File: config.mk
export PLATFORM = sky130hd
export DESIGN_NAME = fib_expect_gen
export DESIGN_NICKNAME = d
export VERILOG_FILES = /design/src/rtl/regfile_readback_checker_pkg.sv /design/src/rtl/regfile_readback_checker_fib_expect_gen.sv
export SDC_FILE = /design/constraint.sdc
export NUM_CORES = 1
export LEC_CHECK = 0
export ABC_AREA = 1
export BUFFER_PORTS_ARGS = -buffer_cell sky130_fd_sc_hd__buf_2
export CAP_MARGIN = 25
export CORE_MARGIN = 4
export CORE_UTILIZATION = 62
export CTS_BUF_LIST = sky130_fd_sc_hd__clkbuf_4 sky130_fd_sc_hd__clkbuf_8
export CTS_CLUSTER_DIAMETER = 200
export CTS_CLUSTER_SIZE = 14
export DETAILED_ROUTE_END_ITERATION = 6
export GPL_TIMING_DRIVEN = 0
export HOLD_SLACK_MARGIN = 0.12
export PLACE_DENSITY = 0.83
export SLEW_MARGIN = 40
export SYNTH_ARGS = -nofsm -noshare
export SYNTH_HDL_FRONTEND = slang
export SYNTH_SLANG_ARGS = --single-unit
File: constraint.sdc
create_clock -name clk -period 2.45 [get_ports clk]
set_input_delay 0.49 -clock clk [delete_from_list [all_inputs] [get_ports clk]]
set_output_delay 0.49 -clock clk [all_outputs]
set_load 0.05 [all_outputs]
File: src/rtl/regfile_readback_checker_pkg.sv
// Shared definitions for the register-file readback checker: FSM encoding and
// the default register count / r0 preload value.
package regfile_readback_checker_pkg;

  typedef enum logic [1:0] {
    IDLE = 2'd0,
    SEL  = 2'd1,
    CMP  = 2'd2,
    DONE = 2'd3
  } state_t;

  localparam int          DATA_W       = 16;
  localparam int          NUM_REGS_DEF = 16;
  localparam logic [15:0] INIT_VAL_DEF = 16'h0001;

endpackage

File: src/rtl/regfile_readback_checker_fib_expect_gen.sv
// Expected-value generator: holds the pair (exp[k-1], exp[k]) of the
// Fibonacci-style sequence seeded with INIT_VAL; additions wrap mod 2^16.
module fib_expect_gen
  import regfile_readback_checker_pkg::*;
#(
  parameter logic [DATA_W-1:0] INIT_VAL = INIT_VAL_DEF
) (
  input  logic              clk,
  input  logic              reset,
  input  logic              load,
  input  logic              advance,
  output logic [DATA_W-1:0] exp_cur
);

  logic [DATA_W-1:0] e_prev;

  always_ff @(posedge clk) begin
    if (reset) begin
      e_prev  <= '0;
      exp_cur <= '0;
    end else if (load) begin
      e_prev  <= INIT_VAL;
      exp_cur <= INIT_VAL;
    end else if (advance) begin
      e_prev  <= exp_cur;
      exp_cur <= e_prev + exp_cur;
    end
  end

endmodule

Word-level counts from Yosys, hierarchy flattened

Index checks and enable logic that the tools add are counted.

$add $sub $neg: 1
Mux-type cells: 4
Reduce and logical (&&, ||, !) cells: 2

Operators with widths:

| operator           | number |
|---|---|
| adder 16 bit       | 1 |
| two-way mux 1 bit  | 4 |
| nonzero test 2 bit | 1 |
| OR reduction 2 bit | 1 |

Register bits after elaboration: 32
Input port bits: 4
Output and inout bits: 16
Word-level logic and storage cells: 11

Longest topological paths before layout

Gate-level depths: netlist of the first run.

Depth in word-level cells: 3
Depth in mapped cells: 12
Depth with buffers taken out: 12

Worst setup path after synthesis of the first run

No wires, ideal clock.

Kind: register -> register
Start: register exp_cur[0]
End: register exp_cur[8]
Library setup time: 0.109 ns
Arrival: 1.787 ns
Required time: 2.341 ns
Path slack: 0.554 ns
Stages on the path, launching flop included: 12
Buffers on the path: 0
Period minus slack after synthesis: 1.896 ns
Cells stage by stage: dfxtp_1 > ha_1 > fa_1 > nand2_1 > nand2_1 > and2_4 > nand2_2 > nand2_2 > xnor2_1 > nand2_1 > nand2_1 > inv_1

Word-level cells in the longest chain between the ends: 1

RTL lines:

| what                     | line                                          | source |
|---|---|---|
| start: declaration       | regfile_readback_checker_fib_expect_gen.sv:12 | `output logic [DATA_W-1:0] exp_cur` |
| start signal: assignment | regfile_readback_checker_fib_expect_gen.sv:26 | `exp_cur <= e_prev + exp_cur;` |
| adder 16 bit             | regfile_readback_checker_fib_expect_gen.sv:26 |  |

No other way between the ends.
A chain may end at the register's enable or synchronous reset.

Final worst setup path of the first run

Start: register exp_cur[0]
End: register exp_cur[14]

The elaborated chain is that of the path after synthesis.

==> results of run 1 <==
==> report_power, final <==
part | total (mW) | internal (mW) | switching (mW)
Clock | 0.338 | 0.163 | 0.176
Combinational | 0.187 | 0.0597 | 0.128
Sequential | 0.552 | 0.539 | 0.0132
Total | 1.08 | 0.761 | 0.316
==> per-stage QoR <==
step | std cells | power (mW)
6_report | 405 | 1.078
5_1_grt | 405 | 1.126
4_1_cts | 405 | 1.080
3_5_place_dp | 398 | 0.7501
3_3_place_gp | 398 | 0.7472
2_1_floorplan | 334 | 0.7085
==> routing by layer <==
layer,vias up,routed length (um)
li1,1075,-
met1,887,2161
met2,44,2129
met3,6,231
met4,0,44
met5,-,0
==> synthesized netlist by cell type (2+ instances only) <==
library cell	count
or2_1	2
ha_1	15
clkbuf_8	2
a211oi_1	12
nor3_1	2
inv_1	69
nand3_1	24
nand3b_1	2
dfxtp_1	32
xor2_1	2
a21oi_1	23
buf_2	4
nor2_1	26
xnor2_1	3
nand2_1	97
o21ai_0	3
nand2_2	7
clkbuf_1	3
==> logic make-up (layout without fill, tap and decap cells) <==
| group | after synthesis | count (layout) | share of synthesized area |
|---|---|---|---|
| simple gates | 163 | 163 | 0.3226 |
| compound gates | 38 | 38 | 0.1032 |
| buf+inv | 80 | 105 | 0.1560 |
| flops | 32 | 32 | 0.3003 |
| fa+ha+maj | 16 | 16 | 0.09736 |
| xor+xnor | 5 | 5 | 0.02053 |
==> cell type report <==
cell class	count	area share
Clock buffer	7	0.02773
Timing Repair Buffer	18	0.03840
Sequential cell	32	0.2731
Multi-Input combinational cell	222	0.4944
Tap cell	46	0.02453
Inverter	70	0.1120
Buffer	10	0.02987
==> sequential cells by signal, indices dropped and copies added, names as in the netlist <==
signal / cells
e_prev: 16
exp_cur: 16
==> critical path: stages (launching register included) <==
cell and delay (ns):
dfxtp_1 0.34, ha_1 0.23, fa_1 0.42, nand2_1 0.09, nand2_1 0.08, nand3b_1 0.16, nand2_2 0.09, nand2_1 0.09
nand2_1 0.06, nand2_1 0.06, nand3_1 0.07, nand2_1 0.07, inv_1 0.03
==> worst paths after layout <==
check | from | end | slack (ns) | cells after the start
hold reg to reg | e_prev[3]$_SDFFE_PP0P_ | e_prev[3]$_SDFFE_PP0P_ | 0.48 | 2
setup / recovery | exp_cur[0]$_SDFFE_PP0P_ | exp_cur[14]$_SDFFE_PP0P_ | 0.56 | 12
setup reg to reg | exp_cur[0]$_SDFFE_PP0P_ | exp_cur[14]$_SDFFE_PP0P_ | 0.56 | 12
hold / removal | reset | exp_cur[0]$_SDFFE_PP0P_ | 0.40 | 4
==> results.json, run 1 <==
{
  "worst-slew-pin-transition_ns": 0.5952,
  "gp_congestion": 0.9062,
  "htreeDepth": 2,
  "ys_seq_area_frac": 0.3003,
  "antenna_found_initial": 0,
  "clk_latency_ns": 0.34,
  "dpl_worst_slack_ns": 0.6310,
  "clk_pin_slew_worst_paths_ns": 0.09,
  "grt_busiest_layer": "met2",
  "postSynthAreaPerCell_um2": 6.387,
  "wl_um": 4567,
  "use_met2": 0.4084,
  "tritoncts.num_buffers": 5,
  "overflow": 0,
  "crit_path_end_kind": "flop",
  "cts_resized": 0,
  "arrival_ns": 2.12,
  "setup_viol": 0,
  "port_buffers": 18,
  "antenna_left": 0,
  "yosysTopAreaCellShare": 0.3003,
  "syn_area_um2": 2133,
  "ys_seq_elements": 32,
  "ir_drop_uv": 351.7,
  "p_per_area_nw_per_um2": 459.3,
  "place_area_um2": 2281,
  "worst_hold_slack_ns": 0.3953,
  "clock_sinks": 32,
  "use_met1": 0.2960,
  "track_usage": 0.2356,
  "yosys_warnings": 0,
  "vias": 2012,
  "yosys-top-cells-area": "dfxtp_1 (30%), nand2_1 (17%), inv_1 (12%), ha_1 (8.8%), nand3_1 (5.6%)",
  "core_um2": 3337,
  "syn_to_final_growth_pct": 9.971,
  "final_area_um2": 2346,
  "die_w_um": 66.66,
  "yosys.area.top_type": "dfxtp_1",
  "seq_area_um2": 640.6,
  "period_needed_ns": 1.889,
  "leakage_nw": 1.334,
  "cts_root_buffer": "clkbuf_4",
  "cp_max_fo": 4,
  "mostFrequentLayoutCell": "nand2_1",
  "finalHoldViolCount": 0,
  "slew_viol_final": 0,
  "rsz0062_at_grt": "false",
  "final_layout_size_suffix_gt1_frac": 0.1170,
  "maxCapViolations": 0,
  "die_area_um2": 4444,
  "critPathRequiredTime_ns": 2.68,
  "post-dp-hpwl_um": 3379,
  "cp-start-kind": "flop",
  "fmax_mhz": 529.2,
  "clock_skew_ns": 0.01517,
  "die_h_um": 66.66,
  "grt_use_met3": 0.04553,
  "post_cts_buffers": 0,
  "tns_ns": 0,
  "synth_edf_count": 0,
  "synthesis.nets": 354,
  "synth_ff_type": "dfxtp_1",
  "path_class": "reg -> reg",
  "grt_pass1_vias": 1910,
  "io_pins": 20,
  "grt_max_degree": 11,
  "num_rows": 21,
  "synthCells": 334,
  "multi_input_area_um2": 1160,
  "final_util": 0.7030,
  "fillers": 294,
  "yosysUniqueCellTypes": 24,
  "hold_buffers": 0,
  "slew_headroom": 0.6032,
  "min_period_over_period": 0.7712,
  "fin_nets": 379,
  "start_util": 0.6393,
  "drc_errors": 0,
  "antenna_cells": 0,
  "initialDrtViolationCount": 162,
  "via_per_inst": 4.968,
  "cts_tree": "yes",
  "worst_slack_ns": 0.5605,
  "hp-class": "in -> reg",
  "synthArstFlopShare": 0,
  "clockBufferDepth": 2,
  "grt_pass1_wl_um": 8045,
  "status": "complete, no violations",
  "final_cell_mix": "nand2_1 (97), inv_1 (69), dfxtp_1 (32), nor2_1 (26), nand3_1 (24)",
  "routedWlPerCell_um": 11.28,
  "first_pass_iters": 4
}
No activity file was read; power rests on OpenSTA's default activity.
==> inputs of run 2 (changes only) <==
--- a/config.mk
+++ b/config.mk
@@ -9,14 +9,14 @@
 export BUFFER_PORTS_ARGS = -buffer_cell sky130_fd_sc_hd__buf_2
 export CAP_MARGIN = 25
 export CORE_MARGIN = 4
-export CORE_UTILIZATION = 62
+export CORE_UTILIZATION = 55
 export CTS_BUF_LIST = sky130_fd_sc_hd__clkbuf_4 sky130_fd_sc_hd__clkbuf_8
 export CTS_CLUSTER_DIAMETER = 200
 export CTS_CLUSTER_SIZE = 14
 export DETAILED_ROUTE_END_ITERATION = 6
 export GPL_TIMING_DRIVEN = 0
 export HOLD_SLACK_MARGIN = 0.12
-export PLACE_DENSITY = 0.83
+export PLACE_DENSITY = 0.78
 export SLEW_MARGIN = 40
 export SYNTH_ARGS = -nofsm -noshare
 export SYNTH_HDL_FRONTEND = slang
==> constraint.sdc (replaced) <==
create_clock -name clk -period 1.6 [get_ports clk]
set_input_delay 0.32 -clock clk [delete_from_list [all_inputs] [get_ports clk]]
set_output_delay 0.32 -clock clk [all_outputs]
set_load 0.05 [all_outputs]
==> run 2 against run 1 <==
Against the previous run: the flow now finishes with violations (negative setup slack); first-iteration DRC count down 13%; register-to-register slack got worse by 0.65 ns; die area increased by 11%; fmax increased by 12%; clock power grew 89%; combinational power rose by 71%; critical path type unchanged; power rose by 68%; highest routed layer unchanged; final cell count up 1.7%; design area rose by 12%; sequential power rose by 54%.
==> results.json, run 2 (synthesis results as in run 1) <==
{
  "status": "finished, violations left",
  "violations": "negative setup slack",
  "path_cells": "ha_4, fa_2, nand2_2, nand2_2, nand3b_1, nand2_2, nand2_2, nand2_1, nand2_1, nand3_1, nand2_1, inv_1",
  "finalHoldViolCount": 0,
  "final_layout_size_suffix_gt1_frac": 0.2500,
  "fin_nets": 383,
  "critPathRequiredTime_ns": 1.79,
  "syn_to_final_growth_pct": 22.82,
  "initialDrtViolationCount": 141,
  "min_period_over_period": 1.058,
  "fmax_mhz": 590.9,
  "cts_root_buffer": "clkbuf_8",
  "dpl_worst_slack_ns": -0.07950,
  "final_cell_mix": "nand2_1 (90), inv_1 (69), nor2_1 (25), buf_2 (22), nand3_1 (21)",
  "maxCapViolations": 0,
  "slew_headroom": 0.6102,
  "antenna_left": 0,
  "io_pins": 20,
  "min_path_cells": 4,
  "num_rows": 22,
  "top_regs": "e_prev x16, exp_cur x16",
  "arrival_ns": 1.89,
  "start_util": 0.5741,
  "slew_viol_final": 0,
  "slowest_stage": "dfxtp_4",
  "clock_sinks": 32,
  "setup_viol": 4,
  "core_um2": 3716,
  "grt_pass1_vias": 1996,
  "ir_drop_uv": 427.2,
  "clk_pin_slew_worst_paths_ns": 0.07,
  "tns_ns": -0.2537,
  "final_area_um2": 2620,
  "reg2reg_depth": 12,
  "cts_tree": "yes",
  "clock_skew_ns": 0.005327,
  "cp_max_fo": 3,
  "die_h_um": 70.28,
  "worst_slack_ns": -0.09224,
  "worst-slew-pin-transition_ns": 0.5847,
  "track_usage": 0.2228,
  "total_power_mw": 1.809,
  "gp_congestion": 0.8598,
  "cp_slowest_stage_delay_ns": 0.35,
  "period_needed_ns": 1.692,
  "stdcell_count": 412,
  "post-dp-hpwl_um": 3551,
  "clk_latency_ns": 0.29,
  "crit_path_end_kind": "flop",
  "tritoncts.num_buffers": 5,
  "port_buffers": 18,
  "clockBufferDepth": 2,
  "antenna_found_initial": 0,
  "vias": 2076,
  "cp_common_cell": "nand2_2",
  "p_per_area_nw_per_um2": 690.5,
  "place_area_um2": 2330,
  "routedWlPerCell_um": 12.84,
  "final_util": 0.7051,
  "place_inst": 400,
  "die_area_um2": 4939,
  "htreeDepth": 2,
  "cp-start-kind": "flop",
  "hp-class": "in -> reg",
  "grt_pass1_wl_um": 8742,
  "worst_hold_slack_ns": 0.2629,
  "wl_um": 5289,
  "grt_max_degree": 11,
  "drc_errors": 0,
  "via_per_inst": 5.039,
  "antenna_cells": 0,
  "leakage_nw": 1.378,
  "rsz0062_at_grt": "true",
  "die_w_um": 70.28,
  "path_class": "reg -> reg",
  "mostFrequentLayoutCell": "nand2_1",
  "overflow": 0,
  "first_pass_iters": 4
}
## run 2: changes by cell type in the layout (fill, tap and decap cells not counted), sizes merged
cell and change:
clkinv +1, buf +4
## run 2: where the power goes
group          internal [mW]  switching [mW]
clock network          0.336           0.303
logic                  0.113           0.206
registers              0.824          0.0275
## run 2: critical path: cells and delay by family, from the launching register on
kind	cells	cell delay (ns)
flops	1	0.35
fa+ha+maj	2	0.50
simple gates	9	0.70
buf+inv	1	0.03
## run 2: path summary, 6_finish.rpt
path	from	slack [ns]	end
min	reset	0.26	exp_cur[0]$_SDFFE_PP0P_
min reg2reg	e_prev[3]$_SDFFE_PP0P_	0.47	e_prev[3]$_SDFFE_PP0P_
max reg2reg	exp_cur[0]$_SDFFE_PP0P_	-0.09	exp_cur[14]$_SDFFE_PP0P_
max	exp_cur[0]$_SDFFE_PP0P_	-0.09	exp_cur[14]$_SDFFE_PP0P_
## run 2: final cells by class
type                    count  area [um2]
clock buffers               7       83.83
repair buffers             22       120.1
flip-flops and latches     32       673.1
plain buffers              10       70.07
fillers                   329        1096
multi-input cells         222        1346
well taps                  48       60.06
clock inverters             1       3.754
inverters                  70       262.8
## run 2: metal layers
metal / GRT usage / vias to the layer above / wire length, um
li1: - / 1089 / -
met1: 0.2640 / 924 / 2251
met2: 0.3680 / 51 / 2657
met3: 0.04892 / 12 / 252
met4: 0.1255 / 0 / 127
met5: 0 / - / 0
## run 2: what timing repair did
item,CTS,global route
pin swaps,3,9
gates resized for setup,7,28
setup endpoints to repair,8,9
hold buffers,0,0
setup buffers,3,1
==> inputs of run 3 (changes only) <==
--- a/config.mk
+++ b/config.mk
@@ -8,7 +8,6 @@
 export ABC_AREA = 1
 export BUFFER_PORTS_ARGS = -buffer_cell sky130_fd_sc_hd__buf_2
 export CAP_MARGIN = 25
-export CORE_MARGIN = 4
 export CORE_UTILIZATION = 55
 export CTS_BUF_LIST = sky130_fd_sc_hd__clkbuf_4 sky130_fd_sc_hd__clkbuf_8
 export CTS_CLUSTER_DIAMETER = 200
@@ -17,6 +16,7 @@
 export GPL_TIMING_DRIVEN = 0
 export HOLD_SLACK_MARGIN = 0.12
 export PLACE_DENSITY = 0.78
+export SKIP_LAST_GASP = 1
 export SLEW_MARGIN = 40
 export SYNTH_ARGS = -nofsm -noshare
 export SYNTH_HDL_FRONTEND = slang
==> run 3 against run 2 <==
Against the previous run: the flow still finishes with violations (negative setup slack); core utilization up 0.25 points; power up 0.55%; worst hold slack better by 0.0064 ns; largest cell class unchanged; routed wire length down 4.4%; register-to-register slack worse by 0.02 ns.
==> results.json, run 3 (synthesis results as in run 1) <==
{
  "antenna_found_initial": 0,
  "final_cell_mix": "nand2_1 (92), inv_1 (69), nor2_1 (26), buf_2 (22), nand3_1 (22)",
  "io_pins": 20,
  "grt_max_degree": 11,
  "tns_ns": -0.3284,
  "crit_path_end_kind": "flop",
  "reg2reg_depth": 12,
  "place_area_um2": 2330,
  "leakage_nw": 1.354,
  "core_um2": 3689,
  "clk_pin_slew_worst_paths_ns": 0.07,
  "critPathRequiredTime_ns": 1.79,
  "arrival_ns": 1.90,
  "clockBufferDepth": 2,
  "met3_wirelength_um": 227,
  "cp-start-kind": "flop",
  "clock_sinks": 32,
  "clock_skew_ns": 0.002562,
  "total_power_mw": 1.819,
  "mostFrequentLayoutCell": "nand2_1",
  "violations": "negative setup slack",
  "min_path_cells": 4,
  "port_buffers": 18,
  "p_per_area_nw_per_um2": 697.0,
  "antenna_cells": 0,
  "track_usage": 0.2620,
  "initialDrtViolationCount": 121,
  "slew_headroom": 0.5868,
  "cts_tree": "yes",
  "switchingPower_mw": 0.5387,
  "stdcell_count": 412,
  "fillers": 323,
  "finalHoldViolCount": 0,
  "grt_pass1_wl_um": 8424,
  "fmax_mhz": 582.9,
  "start_util": 0.5784,
  "die_h_um": 64.28,
  "die_w_um": 64.28,
  "die_area_um2": 4132,
  "maxCapViolations": 0,
  "tritoncts.num_buffers": 5,
  "top_regs": "e_prev x16, exp_cur x16",
  "rsz0062_at_grt": "true",
  "final_layout_size_suffix_gt1_frac": 0.2390,
  "clk_latency_ns": 0.29,
  "dpl_worst_slack_ns": -0.09154,
  "worst_hold_slack_ns": 0.2694,
  "wl_um": 5056,
  "path_class": "reg -> reg",
  "pwr-share-clk": 0.357,
  "min_period_over_period": 1.072,
  "vias": 2065,
  "worst_slack_ns": -0.1156,
  "drc_errors": 0,
  "post-dp-hpwl_um": 3483,
  "combPwrFrac": 0.175,
  "worst-slew-pin-transition_ns": 0.6198,
  "grt_pass1_vias": 1999,
  "status": "finished, violations left",
  "swShare": 0.2961,
  "final_area_um2": 2610,
  "met1_length_um": 2446,
  "cp_max_fo": 3,
  "gp_congestion": 0.8736,
  "fin_nets": 383,
  "antenna_left": 0,
  "cts_root_buffer": "clkbuf_8",
  "slew_viol_final": 0,
  "num_rows": 22,
  "power_frac_seq": 0.468,
  "hp-class": "in -> reg",
  "first_pass_iters": 4,
  "htreeDepth": 2,
  "overflow": 0,
  "routedWlPerCell_um": 12.27,
  "syn_to_final_growth_pct": 22.35,
  "final_util": 0.7076,
  "via_per_inst": 5.012,
  "wl_met2_um": 2305,
  "top_layer_used": "met4",
  "p_int_mw": 1.280,
  "period_needed_ns": 1.716,
  "place_inst": 400,
  "setup_viol": 5,
  "ir_drop_uv": 547.1
}
## run 3: worst max-delay path: stages (launching register included)
cell,delay [ns]
dfxtp_4,0.35
ha_4,0.15
fa_2,0.34
nand2_1,0.08
nand2_1,0.07
nand3b_1,0.14
nand2_2,0.11
nand2_2,0.08
nand2_1,0.05
nand2_1,0.06
nand3_2,0.08
nand2_2,0.06
inv_1,0.03
## run 3: path summary, 6_finish.rpt
kind | start | slack, ns | end
setup / recovery | exp_cur[0]$_SDFFE_PP0P_ | -0.12 | exp_cur[10]$_SDFFE_PP0P_
hold / removal | reset | 0.27 | exp_cur[0]$_SDFFE_PP0P_
setup reg to reg | exp_cur[0]$_SDFFE_PP0P_ | -0.12 | exp_cur[10]$_SDFFE_PP0P_
hold reg to reg | e_prev[14]$_SDFFE_PP0P_ | 0.50 | e_prev[14]$_SDFFE_PP0P_
## run 3: per-layer routing
layer,track usage,vias up
met5,0,-
li1,-,1086
met3,0.06786,10
met4,0.09722,0
met1,0.3359,921
met2,0.4184,48
## run 3: repair_timing
action | in CTS | in global routing
resized for setup | 4 | 23
pin swaps | 1 | 2
hold buffers | 0 | 0
endpoints found under the setup margin | 6 | 10
buffers inserted | 2 | 2
gates cloned | 0 | 0
## run 3: power groups by stage
| stage | combinational (mW) | sequential [mW] | clock (mW) |
|---|---|---|---|
| 6_report | 0.318 | 0.852 | 0.649 |
| 3_3_place_gp | 0.283 | 0.863 | 0 |
| 4_1_cts | 0.293 | 0.845 | 0.662 |
| 3_5_place_dp | 0.288 | 0.864 | 0 |
| 5_1_grt | 0.352 | 0.855 | 0.715 |
| 2_1_floorplan | 0.170 | 0.916 | 0 |
## run 3: area by class of cell
type	instances	area [um2]	area share
plain buffers	10	70.07	0.02685
clock buffers	6	82.58	0.03164
clock inverters	2	10.01	0.003835
inverters	70	262.8	0.1007
multi-input cells	222	1333	0.5105
flip-flops and latches	32	671.9	0.2574
well taps	48	60.06	0.02301
repair buffers	22	120.1	0.04602
